$ cat src/rtl/arashi_thread_fifo.sv
// arashi_thread_fifo
//   Per-thread first-word-fall-through FIFOs for the arashi datapath. Each of
//   THREAD_NUM threads owns an independent DEPTH-word buffer driven by its own
//   4-bit command slice of ctrl.
//
//   Ports
//     clk       in   sole clock, rising edge
//     rstn      in   asynchronous reset, active-high (1 = reset)
//     ctrl      in   per-thread command, thread i = [4i+3:4i]
//                    0 NOP, 1 WRITE, 2 READ, 3 WRITE+READ, 4 FLUSH, 8 CLR_ERR
//     data_in   in   write data, thread i = [DATA_WIDTH*i +: DATA_WIDTH]
//     w_ready   out  thread i not full
//     r_ready   out  thread i not empty
//     data_out  out  head word of thread i (zero when empty)
//     afull     out  thread i count >= AFULL_TH
//     count     out  fill level of thread i, CW bits per thread
//     err       out  sticky overflow/underflow flag per thread
//
//   All outputs decode registered state only; ctrl/data_in never reach an
//   output combinationally.

module arashi_thread_fifo #(
    parameter int THREAD_NUM = 4,
    parameter int DATA_WIDTH = 32,
    parameter int DEPTH      = 8,
    parameter int AFULL_TH   = DEPTH - 2
) (
    input  logic                                 clk,
    input  logic                                 rstn,
    input  logic [THREAD_NUM*4-1:0]              ctrl,
    input  logic [DATA_WIDTH*THREAD_NUM-1:0]     data_in,
    output logic [THREAD_NUM-1:0]                w_ready,
    output logic [THREAD_NUM-1:0]                r_ready,
    output logic [DATA_WIDTH*THREAD_NUM-1:0]     data_out,
    output logic [THREAD_NUM-1:0]                afull,
    output logic [$clog2(DEPTH+1)*THREAD_NUM-1:0] count,
    output logic [THREAD_NUM-1:0]                err
);

    localparam int CW = $clog2(DEPTH + 1);
    localparam int PW = $clog2(DEPTH);

    localparam logic [3:0] CMD_WRITE   = 4'h1;
    localparam logic [3:0] CMD_READ    = 4'h2;
    localparam logic [3:0] CMD_WR_RD   = 4'h3;
    localparam logic [3:0] CMD_FLUSH   = 4'h4;
    localparam logic [3:0] CMD_CLR_ERR = 4'h8;

    localparam logic [CW-1:0] COUNT_FULL  = CW'(DEPTH);
    localparam logic [CW-1:0] COUNT_AFULL = CW'(AFULL_TH);

    for (genvar t = 0; t < THREAD_NUM; t++) begin : g_thread
        logic [3:0]            cmd;
        logic [DATA_WIDTH-1:0] wdata;

        logic [CW-1:0]         count_q, count_d;
        logic [PW-1:0]         wr_ptr_q, wr_ptr_d;
        logic [PW-1:0]         rd_ptr_q, rd_ptr_d;
        logic                  err_q, err_d;
        logic                  mem_we;
        logic                  empty, full;
        logic                  is_wr, is_rd, do_wr, do_rd;

        logic [DATA_WIDTH-1:0] mem_q [DEPTH];

        assign cmd   = ctrl[4*t +: 4];
        assign wdata = data_in[DATA_WIDTH*t +: DATA_WIDTH];

        // Full/empty come from the occupancy count so that a full FIFO and an
        // empty one are never confused when the pointers coincide.
        assign empty = (count_q == '0);
        assign full  = (count_q == COUNT_FULL);

        always_comb begin
            count_d  = count_q;
            wr_ptr_d = wr_ptr_q;
            rd_ptr_d = rd_ptr_q;
            err_d    = err_q;
            mem_we   = 1'b0;
            is_wr    = 1'b0;
            is_rd    = 1'b0;
            do_wr    = 1'b0;
            do_rd    = 1'b0;

            case (cmd)
                CMD_WRITE, CMD_READ, CMD_WR_RD: begin
                    is_wr = (cmd == CMD_WRITE) || (cmd == CMD_WR_RD);
                    is_rd = (cmd == CMD_READ)  || (cmd == CMD_WR_RD);
                    do_rd = is_rd && !empty;
                    // A full FIFO still takes the write when a slot frees in
                    // the same cycle.
                    do_wr = is_wr && (!full || do_rd);
                    if ((is_wr && !do_wr) || (is_rd && empty)) begin
                        err_d = 1'b1;
                    end
                    if (do_wr) begin
                        mem_we   = 1'b1;
                        wr_ptr_d = wr_ptr_q + 1'b1;
                    end
                    if (do_rd) begin
                        rd_ptr_d = rd_ptr_q + 1'b1;
                    end
                    count_d = count_q + CW'(do_wr) - CW'(do_rd);
                end
                CMD_FLUSH: begin
                    count_d  = '0;
                    wr_ptr_d = '0;
                    rd_ptr_d = '0;
                end
                CMD_CLR_ERR: begin
                    err_d = 1'b0;
                end
                default: ;
            endcase
        end

        always_ff @(posedge clk or posedge rstn) begin
            if (rstn) begin
                count_q  <= '0;
                wr_ptr_q <= '0;
                rd_ptr_q <= '0;
                err_q    <= 1'b0;
            end else begin
                count_q  <= count_d;
                wr_ptr_q <= wr_ptr_d;
                rd_ptr_q <= rd_ptr_d;
                err_q    <= err_d;
            end
        end

        // Storage is deliberately left out of reset; count gates its visibility.
        always_ff @(posedge clk) begin
            if (mem_we) begin
                mem_q[wr_ptr_q] <= wdata;
            end
        end

        assign w_ready[t]                             = !full;
        assign r_ready[t]                             = !empty;
        assign afull[t]                               = (count_q >= COUNT_AFULL);
        assign count[CW*t +: CW]                      = count_q;
        assign err[t]                                 = err_q;
        assign data_out[DATA_WIDTH*t +: DATA_WIDTH]   = empty ? '0 : mem_q[rd_ptr_q];
    end

endmodule

$ cat config.mk
export PLATFORM = sky130hd
export DESIGN_NAME = arashi_thread_fifo
export DESIGN_NICKNAME = d
export VERILOG_FILES = /design/src/rtl/arashi_thread_fifo.sv
export SDC_FILE = /design/constraint.sdc
export NUM_CORES = 1
export LEC_CHECK = 0
export BUFFER_PORTS_ARGS = -buffer_cell sky130_fd_sc_hd__buf_2
export CORE_MARGIN = 1
export CORE_UTILIZATION = 45
export CTS_BUF_LIST = sky130_fd_sc_hd__clkbuf_8
export DETAILED_ROUTE_END_ITERATION = 12
export GPL_TIMING_DRIVEN = 0
export HOLD_SLACK_MARGIN = 0.1
export MAX_ROUTING_LAYER = met4
export PLACE_DENSITY = 0.68
export SETUP_SLACK_MARGIN = 0.2
export SYNTH_ARGS = -nofsm -noshare
export SYNTH_HDL_FRONTEND = slang
export SYNTH_SLANG_ARGS = --single-unit
$ cat constraint.sdc
create_clock -name clk -period 5.68 [get_ports clk]
set_clock_uncertainty 0.05 [all_clocks]
set_input_delay 0.284 -clock clk [delete_from_list [all_inputs] [get_ports clk]]
set_output_delay 0.284 -clock clk [all_outputs]
set_load 0.01 [all_outputs]
==> results.json <==
{
  "post-synth-top-count-cell": "edfxtp_1",
  "reg2reg_from": "g_thread[0].count_q[2]",
  "switching_power_mw": 6.92,
  "antenna_found_initial": 5,
  "start_kind": "register",
  "nNetsFinal": 2783,
  "die_h_um": 306,
  "fp.dieW_um": 306,
  "hold_violations": 0,
  "start_util_pct": 45.5,
  "synthFlopType": "edfxtp_1",
  "dieArea_um2": 93900,
  "viasPerCell": 5.61,
  "reg2reg_depth": 10,
  "ys_ff_latch": 1068,
  "root_buffer": "clkbuf_8",
  "worst-path-buf-inv": 3,
  "sw_frac_of_total_pct": 31.4,
  "drc": 0,
  "critPathCaptureType": "primary output",
  "critical-path-top-delay-family": "buffers and inverters",
  "drv_cap": 0,
  "vias": 22000,
  "grt.overflow.total": 0,
  "crit_end": "data_out[30]",
  "dpl.cell_count": 3436,
  "wl_per_cell_um": 24.3,
  "rsz0062_at_grt": "false",
  "core_area_um2": 91700,
  "r2r_slack_ns": 2.16,
  "synth.largest_area_cell": "edfxtp_1",
  "slowest_delay_ns": 0.64,
  "avgSynthCellArea_um2": 22.2,
  "timing.final.crit_share_pct": 65.9,
  "syn_nets": 2056,
  "worst_pin_slew_ns": 1.01,
  "p_seq_share_pct": 42.2,
  "status": "complete, no violations",
  "postCtsSetupBuffers": 0,
  "synthTopCellsByCount": "edfxtp_1 (1024), mux4_2 (254), a22o_1 (140), dfrtp_1 (44), nor2_1 (37)",
  "netlist.area_leader.share_pct": 73.8,
  "slew_headroom_pct": 32.3,
  "gp_congestion": 0.806,
  "detail_route.first_pass.iterations": 7,
  "hp-class": "input port to register",
  "cts_sinks": 1068,
  "grtUsageTotal_pct": 21.1,
  "grt_pass1_vias": 23400,
  "area_growth_syn_to_layout_pct": 21.9,
  "tritoncts": "yes",
  "ios": 306,
  "synth_edf_count": 1024,
  "worstPathMaxFanout": 10,
  "crit_chain": "inv_1, ha_1, nor3b_4, nor2_1, clkbuf_1, a22o_1, buf_2",
  "grt_max_degree": 33,
  "wl_um": 95200,
  "ctsLongestPathBuffers": 3,
  "ys_seq_area_share_pct": 76.4,
  "rows": 111,
  "peakVddDrop_uv": 312,
  "drive_above_1_share_pct": 35.1,
  "numCtsBuffers": 169,
  "synth.distinct_cells": 51,
  "crit_required_ns": 5.35,
  "p_comb_share_pct": 30.2,
  "crit_arrival_ns": 3.41,
  "period_minus_slack_ns": 3.75,
  "async_flop_share_pct": 4.12,
  "htreeDepth": 4,
  "fmax_ghz": 0.267,
  "drtIter0Drc": 1817,
  "grt_pass1_wl_um": 142000,
  "utilization_pct": 55.5,
  "power.density_nw_per_um2": 434,
  "synthesis.area_um2": 41700,
  "netlist_instances": 1874,
  "setup_viol": 0,
  "dp_hpwl_um": 60700,
  "leakage_nw": 17.6,
  "setup_ws_ns": 1.93,
  "p_int_mw": 15.1,
  "synthTopCellsByArea": "edfxtp_1 (74%), mux4_2 (14%), a22o_1 (2.9%)",
  "setup.worst_path.start": "g_thread[0].count_q[2]",
  "cp.depth": 7,
  "antenna_left": 0,
  "clock_power_share_pct": 27.5,
  "criticalPathCategory": "register to primary output",
  "cp_slowest_cell": "clkbuf_1",
  "stdcell_count": 3917,
  "maxSlewViolCount": 0,
  "cts.clk_slew.worst_paths_ns": 0.06,
  "pre_cts_ws_ns": 2.27,
  "rr_endpoint": "g_thread[0].mem_q[1][6]",
  "clk_latency_ns": 0.86,
  "yosysWarnings": 0,
  "numPortBuffers": 301
}
through the flow:
step	setup TNS (ns)	hold slack (ns)	power (mW)	cell area (µm²)
3_5_place_dp	0	0.248	16.1	45900
6_report	0	0.195	22.0	50800
3_3_place_gp	-602.42	0.431	15.8	44700
5_1_grt	0	0.140	23.0	50800
4_1_cts	0	0.100	22.3	50800
2_1_floorplan	0	0.333	13.5	41700
power groups by stage:
stage          Sequential (mW)  Clock, mW  Combinational [mW]
2_1_floorplan             9.41          0                4.09
3_3_place_gp              9.46          0                6.37
3_5_place_dp              9.47          0                6.61
4_1_cts                   9.31       6.21                6.76
5_1_grt                   9.35       6.53                7.15
6_report                  9.31       6.07                6.66
state kept, by name, indices dropped and copies added, names as in the netlist:
| register | count |
|---|---|
| g_thread.mem_q | 1024 |
| g_thread.count_q | 16 |
| g_thread.rd_ptr_q | 12 |
| g_thread.wr_ptr_q | 12 |
| g_thread.err_q | 4 |
cell usage in the layout (no fill, tap or decap), drive strengths merged, types with 5 or more instances in the layout:
cell type	n
o2111ai	8
ha	32
mux2i	16
a22o	140
nor3b	10
bufinv	6
a21oi	16
dfrtp	44
o21ai	10
a211oi	6
or3	9
diode	5
or3b	8
clkbuf	194
dlygate4sd3	180
nand3	8
mux4	256
nand2	32
nor3	18
nor4b	6
and2	8
nand2b	8
or2	8
edfxtp	1024
nor2	37
o211ai	8
inv	96
clkinv	51
buf	448
kinds of logic after synthesis:
logic type / count (synthesis) / share of synthesized area, %
flops: 1068 / 76.4
mux: 272 / 14.2
compound gates: 202 / 4.02
simple gates: 167 / 2.41
buf+inv: 125 / 1.71
fa+ha+maj: 36 / 1.15
xor+xnor: 4 / 0.0840
layout make-up:
type	count	area [µm²]
inverters	29	109
repair buffers	556	4320
clock buffers	170	2340
clock inverters	126	772
well taps	1186	1480
fillers	6894	40800
diodes	5	12.5
multi-input cells	681	9350
flip-flops and latches	1068	31900
plain buffers	96	606
timing repair:
action | 4_1_cts | 5_1_grt
resized for setup | 0 | 0
endpoints found under the hold margin | 1129 | 0
hold buffers | 180 | 0
layer usage:
metal | track usage (%) | up-vias | part of all wire (%)
li1 | - | 9474 | -
met1 | 25.4 | 11500 | 40
met2 | 34.8 | 797 | 51
met3 | 5.39 | 168 | 6.8
met4 | 6.93 | 0 | 2.3
met5 | - | - | 0
worst min-delay path by stage:
stage                                  from  cells after the start                  endpoint
floorplan                        data_in[0]                      0   g_thread[0].mem_q[0][0]
global route                    data_in[24]                      2  g_thread[0].mem_q[2][24]
CTS                             data_in[17]                      2  g_thread[0].mem_q[7][17]
detailed placement                     rstn                      2    g_thread[2].count_q[3]
finish                          data_in[24]                      2  g_thread[0].mem_q[3][24]
global placement    g_thread[2].rd_ptr_q[2]                      1   g_thread[2].rd_ptr_q[2]
No activity file was read; power rests on OpenSTA's default activity.
